File: config.mk
export PLATFORM = sky130hd
export DESIGN_NAME = nav_commander
export DESIGN_NICKNAME = d
export VERILOG_FILES = /design/src/rtl/nav_commander.sv
export SDC_FILE = /design/constraint.sdc
export NUM_CORES = 1
export LEC_CHECK = 0
export ABC_AREA = 1
export BUFFER_PORTS_ARGS = -buffer_cell sky130_fd_sc_hd__buf_2
export CORE_MARGIN = 2
export CORE_UTILIZATION = 55
export DETAILED_ROUTE_END_ITERATION = 12
export GPL_TIMING_DRIVEN = 0
export PLACE_DENSITY_LB_ADDON = 0.1
export SKIP_LAST_GASP = 1
export SLEW_MARGIN = 20
export SYNTH_ARGS = -nofsm -noshare
export SYNTH_HDL_FRONTEND = slang
export SYNTH_SLANG_ARGS = --single-unit
File: constraint.sdc
create_clock -name clk -period 4.36 [get_ports clk]
set_input_delay 0.218 -clock clk [delete_from_list [all_inputs] [get_ports clk]]
set_output_delay 0.218 -clock clk [all_outputs]
set_load 0.03 [all_outputs]
File: src/rtl/nav_commander.sv
// Waypoint command driver for the ship position datapath: jumps or cruises the position
// accumulators onto a target. Define NAV_ABORT_EN to add the abort/aborted ports.
module nav_commander #(
    parameter int k           = 16,
    parameter int JUMP_THRESH = 1024,
    parameter int MAX_STEP    = 16
) (
    input  logic           clk,
    input  logic           rst,
    input  logic           tgt_valid,
    output logic           tgt_ready,
    input  logic [3*k-1:0] tgt_pos,
    input  logic           jump_en,
`ifdef NAV_ABORT_EN
    input  logic           abort,
    output logic           aborted,
`endif
    output logic [3:0]     pos_mode,
    output logic [3*k-1:0] jump_position,
    output logic [3*k-1:0] velocity,
    output logic [3*k-1:0] cur_pos,
    output logic           busy,
    output logic           arrived
);

    localparam logic [3:0] MODE_RESET  = 4'b0001;
    localparam logic [3:0] MODE_NORMAL = 4'b0010;
    localparam logic [3:0] MODE_JUMP   = 4'b0100;

    localparam logic        [k-1:0] THRESH   = k'(JUMP_THRESH);
    localparam logic signed [k-1:0] STEP_POS = k'(MAX_STEP);
    localparam logic signed [k-1:0] STEP_NEG = -STEP_POS;

    typedef enum logic [2:0] {
        S_INIT,
        S_IDLE,
        S_JUMP,
        S_CRUISE,
        S_DONE
    } state_t;

    state_t         state_q, state_d;
    logic [3*k-1:0] cur_pos_q, cur_pos_d;
    logic [3*k-1:0] tgt_q, tgt_d;
    logic           jmp_q, jmp_d;

    logic [3*k-1:0] step_vec;
    logic [3*k-1:0] cruise_pos;
    logic           at_target;
    logic           far_target;

    // Unsigned magnitude of a signed k-bit delta; the most negative value maps to 2^(k-1).
    function automatic logic [k-1:0] magnitude(input logic [k-1:0] d);
        return d[k-1] ? -d : d;
    endfunction

    function automatic logic [k-1:0] clamp_step(input logic [k-1:0] d);
        logic signed [k-1:0] s;
        s = signed'(d);
        if (s > STEP_POS)
            return STEP_POS;
        else if (s < STEP_NEG)
            return STEP_NEG;
        else
            return d;
    endfunction

    // Per-axis deltas: modular subtraction read as signed gives the shortest wrap path.
    always_comb begin
        step_vec   = '0;
        cruise_pos = '0;
        at_target  = 1'b1;
        far_target = 1'b0;
        for (int a = 0; a < 3; a++) begin
            step_vec[a*k +: k]   = clamp_step(tgt_q[a*k +: k] - cur_pos_q[a*k +: k]);
            cruise_pos[a*k +: k] = cur_pos_q[a*k +: k] + step_vec[a*k +: k];
            if (tgt_q[a*k +: k] != cur_pos_q[a*k +: k])
                at_target = 1'b0;
            if (magnitude(tgt_pos[a*k +: k] - cur_pos_q[a*k +: k]) > THRESH)
                far_target = 1'b1;
        end
    end

    // NOTE: every signal written here gets a default first, so no path can infer a latch.
    always_comb begin
        state_d       = state_q;
        cur_pos_d     = cur_pos_q;
        tgt_d         = tgt_q;
        jmp_d         = jmp_q;
        pos_mode      = MODE_NORMAL;
        velocity      = '0;
        jump_position = tgt_q;
        tgt_ready     = 1'b0;
        busy          = 1'b0;
        arrived       = 1'b0;
`ifdef NAV_ABORT_EN
        aborted       = 1'b0;
`endif

        case (state_q)
            S_INIT: begin
                pos_mode  = MODE_RESET;
                cur_pos_d = '0;
                state_d   = S_IDLE;
            end
            S_IDLE: begin
                tgt_ready = 1'b1;
                if (tgt_valid) begin
                    tgt_d   = tgt_pos;
                    jmp_d   = jump_en;
                    state_d = (jump_en && far_target) ? S_JUMP : S_CRUISE;
                end
            end
            S_JUMP: begin
                busy    = 1'b1;
                state_d = S_DONE;
                if (jmp_q) begin
                    pos_mode  = MODE_JUMP;
                    cur_pos_d = tgt_q;
                end
            end
            S_CRUISE: begin
                busy = 1'b1;
                if (at_target) begin
                    state_d = S_DONE;
                end else begin
                    velocity  = step_vec;
                    cur_pos_d = cruise_pos;
                end
            end
            S_DONE: begin
                arrived = 1'b1;
                state_d = S_IDLE;
            end
            default: begin
                pos_mode = MODE_RESET;
                state_d  = S_INIT;
            end
        endcase

`ifdef NAV_ABORT_EN
        if (abort && (state_q == S_JUMP || state_q == S_CRUISE)) begin
            pos_mode  = MODE_NORMAL;
            velocity  = '0;
            cur_pos_d = cur_pos_q;
            state_d   = S_IDLE;
            aborted   = 1'b1;
        end
`endif

        // Reset values are shown from the first reset cycle, before any edge has been seen.
        if (rst) begin
            pos_mode      = MODE_RESET;
            velocity      = '0;
            jump_position = '0;
            tgt_ready     = 1'b0;
            busy          = 1'b0;
            arrived       = 1'b0;
`ifdef NAV_ABORT_EN
            aborted       = 1'b0;
`endif
        end
    end

    // NOTE: state registers use non-blocking assignments so every flop samples pre-edge values.
    always_ff @(posedge clk) begin
        if (rst) begin
            state_q   <= S_INIT;
            cur_pos_q <= '0;
            tgt_q     <= '0;
            jmp_q     <= 1'b0;
        end else begin
            state_q   <= state_d;
            cur_pos_q <= cur_pos_d;
            tgt_q     <= tgt_d;
            jmp_q     <= jmp_d;
        end
    end

    assign cur_pos = cur_pos_q;

endmodule
---- Yosys cells after proc, flatten, opt, wreduce, memory -nomap -nowiden ----
Cells that the tools add are included.
storage, ports and cells
  bits in registers ....................... 100
  bits in latches ......................... 0
  memory bits (writable) .................. 0
  ROM bits ................................ 0
  input port bits ......................... 52
  output and inout port bits .............. 151
  word-level logic and storage cells ...... 80
  memories ................................ 0
cells by class
  $add $sub $neg .......................... 12
  $mul .................................... 0
  divide/modulo/power cells ............... 0
  order comparisons ....................... 9
  equal/unequal tests ..................... 11
  shift-type cells ........................ 0
  muxes and demuxes ....................... 35
  bitwise gates (word level) .............. 0
  reductions and logical operators ........ 9
operators with widths
  cell                  number
  $mux 48               6
  $mux 16               9
  $pmux 48 s3           1
  $sub 16x16->16        6
  $add 16x16->16        3
  $gt 16x11->1 const B  3
  $gt 16x6->1 const B   3
  $lt 16x5->1 const B   3
  $ne 16x16->1          3
  $neg 16->16           3
  $mux 1                13
  $pmux 3 s4            1
  $mux 3                3
  $ne 2x2->1 const B    4
  $eq 3x2->1 const B    2
  $pmux 3 s2            1
  $mux 4                1
  $reduce_and 2->1      2
  $reduce_or 2->1       2
  $eq 3x1->1 const B    1
  $eq 3x3->1 const B    1
  $logic_not 3->1       1
  $reduce_and 3->1      1
  $reduce_bool 3->1     1
  other kinds (2)       2

---- Depth between registers and ports, before layout ----
  depth in word-level cells ............... 11
  depth in mapped cells ................... 39
  mapped depth without buffers ............ 38

---- Worst setup path after synthesis ----
Ideal clock, no wire load.
  path kind ............................... register to register
  from .................................... register cur_pos_q[33] (netlist: cur_pos[33])
  to ...................................... register cur_pos_q[42] (netlist: cur_pos[42])
  setup time .............................. 134 ps
  arrival ................................. 4585 ps
  data required time ...................... 4226 ps
  slack ................................... -359 ps
  stages on the path, launching flop included .. 36
  path buffers ............................ 0
  period minus slack after synthesis ...... 4719 ps
  cell sequence ........................... dfxtp_1 inv_1 fa_1 nand2_1 nand3_1 nand3_1 nand2_1 nand2_1 nand3_1 nand2_1 inv_1 nor3_1 nand4_1 ha_1 nor2_1 inv_1 nor2_1 ha_1 inv_1 fa_1 o31ai_1 inv_1 nor2_1 inv_1 nand2_1 nand2_1 nand2_1 nand2_1 a21oi_2 nand2_1 nand2_1 nand2_1 nand3_1 nand2_1 nand2_1 a21oi_1
on the way
  cells in the longest elaborated chain, start to end .. 7
  elaborated cells on any way between the ends .. 12
  classes of those cells .................. add/sub (2); order compare (2); eq/ne (2); mux (5); reduce/logical (1)
ends and longest elaborated chain
  item                    line  text
  from (decl)             43    logic [3*k-1:0] cur_pos_q, cur_pos_d;
  from (signal assigned)  174   cur_pos_q <= cur_pos_d;
  $sub 16x16->16          75    step_vec[a*k +: k] = clamp_step(tgt_q[a*k +: k] - cur_pos_q[a*k +: k]);
  $lt 16x5->1             62    else if (s < STEP_NEG)
  $mux 16                 62
  $mux 16                 60    if (s > STEP_POS)
  $add 16x16->16          76    cruise_pos[a*k +: k] = cur_pos_q[a*k +: k] + step_vec[a*k +: k];
  $mux 48                 124   if (at_target) begin
  $pmux 48 s3             100   case (state_q)
Parallel ways exist; a longest one is shown, timed or not. The select of a mux whose other input is x is not followed.
A chain may end at the register's enable or synchronous reset.

---- Worst setup path after layout ----
  from .................................... register tgt_q[32]
  to ...................................... register cur_pos_q[42] (netlist: cur_pos[42])
on the way
  cells in the longest elaborated chain, start to end .. 7
  elaborated cells on any way between the ends .. 12
  classes of those cells .................. add/sub (2); order compare (2); eq/ne (2); mux (5); reduce/logical (1)
ends and longest elaborated chain
  item                    line  text
  from (decl)             44    logic [3*k-1:0] tgt_q, tgt_d;
  from (signal assigned)  175   tgt_q <= tgt_d;
  $sub 16x16->16          75
  $lt 16x5->1             62
  $mux 16                 62
  $mux 16                 60
  $add 16x16->16          76
  $mux 48                 124
  $pmux 48 s3             100
Parallel ways exist; a longest one is shown, timed or not. The select of a mux whose other input is x is not followed.

==> key figures <==
Finish
  – Layout cells sized above 1: about 28%
  – Layout Cells excl Fill: 3,271
  – Ant. Diodes: 0
  – Fin nets: between 3,000 and 4,000
  – Post-Route Utilization: 74.3%
  – Layout Area Growth over Synthesis: 32.4%
  – Finished Cell Area: just under 20,000 um2

GRT
  – Maximum number of pins on one net before global-route repair: 17
  – Number of global-route vias before repair: roughly 17,000
  – Total global routing track utilization: ~40%
  – Initial antenna violation count: 3
  – First-pass GRT wire length: approximately 89 mm
  – Global route overflow: 0

Routing
  – Antenna viol nets, final: 0
  – Total number of vias: between 15,000 and 20,000
  – DRT Pass-1 Iters: 9
  – Iteration-0 DRC Markers: 2,108
  – Drt via density: between 5 and 6
  – DR WL/cell: 18.7 um
  – DRC viols: 0
  – DRT Wirelength: 61.1 mm

Setup path
  – Critical path capture point type: register
  – FF-to-FF path depth: 36
  – Crit start category: register
  – Reg-to-Reg End: cur_pos[42]
  – CP Data Arrival Time: 4990 ps
  – Biggest cell delay along the critical path: 380 ps
  – Reg2Reg Setup Slack: -390 ps
  – Slowest CP cell: fa_2
  – Critical path data required time: 4590 ps
  – Origin of the critical flop-to-flop path: tgt_q[32]
  – Crit path max fanout: 4
  – Critical setup path kind: register to register
  – Crit-path most repeated cell: nand2_1

Flow run
  – Max-cap violations: 0

Yosys
  – Distinct cell type count after synthesis: between 50 and 60
  – Synth Net Count: about 2,800
  – Top_reg_cell synth: dfxtp_1
  – Post-Syn Area: roughly 15,000 um2
  – Seq/Total Area, Yosys: between 10 and 15%
  – Syn_area_per_cell: 5.64 um2
  – Post-synth EDFFs: 0
  – Cell count after synthesis: around 2,600
  – Ys Warns: 0
  – Async S/R FF share, synth: 0%
  – Yosys reg bits: 100

Power and ir drop
  – Max rail drop VDD: between 300 and 400 uV
  – Power Dens Cells: 522 nW/um2
  – Lkg Pwr: 0.00984 uW
  – Overall power: about 10,000 uW

CTS
  – TritonCTS buffer count: 9
  – Worst-skew pair later-pin latency: 370 ps
  – Hold_buf cts: 0
  – CTS tree: yes
  – Clk root buf: clkbuf_16
  – Clk sinks: 100
  – Clk slew on worst S/H paths: 90 ps
  – H-tree depth: 3
  – Clock Path Buffers: 2

STA
  – Tmin final: roughly 4800 ps
  – Tightest Pin Transition: slightly below 1000 ps
  – Final slew viol count: 0
  – RSZ-0062 raised after global routing: true
  – Worst setup margin: -391 ps
  – Crit share post-route: 109%
  – Fmax: about 210 MHz
  – Fin. Hold Viols: 0
  – Worst Skew: 20.3 ps
  – Final setup violation count: 24
  – Final hold slack: around 140 ps
  – Slew headroom: around a third

Run status
  – Failing checks: setup timing
  – Status: complete, but fails checks

Floorplan
  – Die ar.: between 20,000 and 30,000 um2
  – Die W: 167 um
  – Row cnt: 59
  – Die extent in y: between 150 and 200 um
  – Initial core utilization: 56.1%
  – Core area: approximately 26,000 um2
  – Ports: approximately 200

Placed design
  – Dpl cell area: 16,100 um2
  – Dpl hpwl: between 40 and 50 mm
  – Placed cell count: 3,130
  – GP Congestion: about 1.0
  – IO buf count: about 200

Worst hold path
  – Worst min path class: input port to register
  – Hold Path Stages: 3
  – Hold Path End: tgt_q[0]
  – Hold Path Origin: tgt_pos[0]
## sequential cells by signal, summed over array words and instances, names as in the netlist
| register | count |
|---|---|
| cur_pos | 48 |
| jmp_q | 1 |
| tgt_q | 48 |
| state_q | 3 |
## stage by stage
| stage | TNS, ps | setup slack, ps |
|---|---|---|
| 3_3_place_gp | -18300 | -1000 |
| 3_5_place_dp | -22490 | -1160 |
| 6_report | -4050 | -391 |
| 2_1_floorplan | -15.5 | -15.5 |
| 4_1_cts | -3030 | -312 |
| 5_1_grt | -10210 | -522 |
## Yosys cell counts, types with 2 or more instances
| library cell | number | area (um2) |
|---|---|---|
| nand2_1 | 768 | 2880 |
| inv_1 | 416 | 1560 |
| nor2_1 | 256 | 961 |
| a21oi_1 | 216 | 1080 |
| nand3_1 | 180 | 901 |
| ha_1 | 133 | 1660 |
| dfxtp_1 | 100 | 2000 |
| o21ai_0 | 97 | 485 |
| xor2_1 | 53 | 464 |
| nand4_1 | 50 | 313 |
| clkbuf_1 | 41 | 154 |
| nor3_1 | 37 | 185 |
| nand2_2 | 25 | 156 |
| nand3_2 | 19 | 190 |
| xnor2_1 | 19 | 166 |
| nand3b_1 | 16 | 120 |
| or2_2 | 11 | 68.8 |
| a21oi_2 | 10 | 87.6 |
| o21ai_1 | 10 | 50.1 |
| buf_2 | 9 | 45.0 |
| fa_1 | 9 | 180 |
| inv_2 | 9 | 33.8 |
| o21bai_1 | 9 | 67.6 |
| o22ai_1 | 9 | 56.3 |
| nor4_1 | 8 | 50.1 |
| a21o_1 | 7 | 52.6 |
| o211ai_1 | 7 | 52.6 |
| and2_1 | 6 | 37.5 |
| o31ai_1 | 6 | 45.0 |
| a31oi_1 | 5 | 31.3 |
| xor2_2 | 5 | 81.3 |
| a211oi_1 | 4 | 30.0 |
| a21boi_0 | 4 | 30.0 |
| clkinv_1 | 4 | 15.0 |
| a221oi_1 | 3 | 26.3 |
| a22oi_1 | 3 | 22.5 |
| a32oi_1 | 3 | 26.3 |
| buf_4 | 3 | 22.5 |
| nand2_4 | 3 | 33.8 |
| nor2_2 | 3 | 18.8 |
| o21a_1 | 3 | 22.5 |
| o21ai_2 | 3 | 26.3 |
| or2_1 | 2 | 12.5 |
## worst max-delay path, delay by kind of cell, from the launching register on
family | cells | cell delay, ps
compound gates | 3 | 490
fa+ha+maj | 5 | 1370
buf+inv | 7 | 470
flops | 1 | 330
simple gates | 21 | 1950
## timing repair
action,CTS,global route
pin swaps,69,156
setup endpoints to repair,41,47
cloned,0,0
setup buffers,66,62
gates resized for setup,194,294
## logic make-up after synthesis
kind of cell,synth area share [%]
simple gates,40.8
buf+inv,12.7
compound gates,15.2
fa+ha+maj,12.6
flops,13.7
xor+xnor,4.87
other cells,0.0257
## power by group
part | internal (uW) | total [uW] | switching (uW) | leakage [uW]
combinational | 2910 | 8040 | 5130 | 0.00884
clock | 501 | 935 | 435 | 0.000158
sequential | 1010 | 1140 | 132 | 0.000843
total | 4410 | 10100 | 5700 | 0.00984
## routing by layer
metal / up-vias / GRT usage [%] / wire [um]
met3: 306 / 7.34 / 6330
met5: - / 0 / 12
met1: 8718 / 50.7 / 23800
li1: 9024 / - / -
met2: 1209 / 65.0 / 27200
met4: 2 / 20.5 / 3830
## cell type report
class	instances	area [um2]
Multi-Input combinational cell	2010	12600
Clock inverter	4	52.6
Fill cell	2200	6700
Sequential cell	100	2110
Buffer	54	241
Inverter	429	1660
Clock buffer	12	268
Timing Repair Buffer	327	2000
Tap cell	335	419
## worst max path at each step
stage	start	end	slack [ps]
6_report	tgt_q[32]	cur_pos[42]	-390
5_1_grt	tgt_q[32]	cur_pos[42]	-520
4_1_cts	tgt_q[0]	cur_pos[10]	-310
3_5_place_dp	cur_pos[3]	cur_pos[10]	-1160
3_3_place_gp	cur_pos[4]	cur_pos[10]	-1000
2_1_floorplan	cur_pos[45]	cur_pos[42]	-20
## placed cells by master (no fill, tap or decap), types with 11 or more instances in the layout
master,Yosys,layout
dfxtp_1,100,58
ha_1,133,69
inv_1,416,363
xnor2_1,19,19
inv_2,9,48
o21ai_1,10,21
a21oi_1,216,168
nand3b_1,16,16
nand2_2,25,84
nand2_1,768,697
dfxtp_2,0,19
clkbuf_1,41,42
xor2_1,53,52
nor2_1,256,221
nor3_1,37,32
a21oi_4,1,16
nand4_1,50,50
nor2_2,3,23
ha_4,0,59
buf_4,3,117
a21oi_2,10,43
o21ai_0,97,83
nand3_2,19,46
dfxtp_4,0,23
nor2_4,0,15
buf_2,9,209
nand3_1,180,146
nand2_4,3,15
buf_6,1,11
Note: power is estimated with default switching activity, not from simulation.
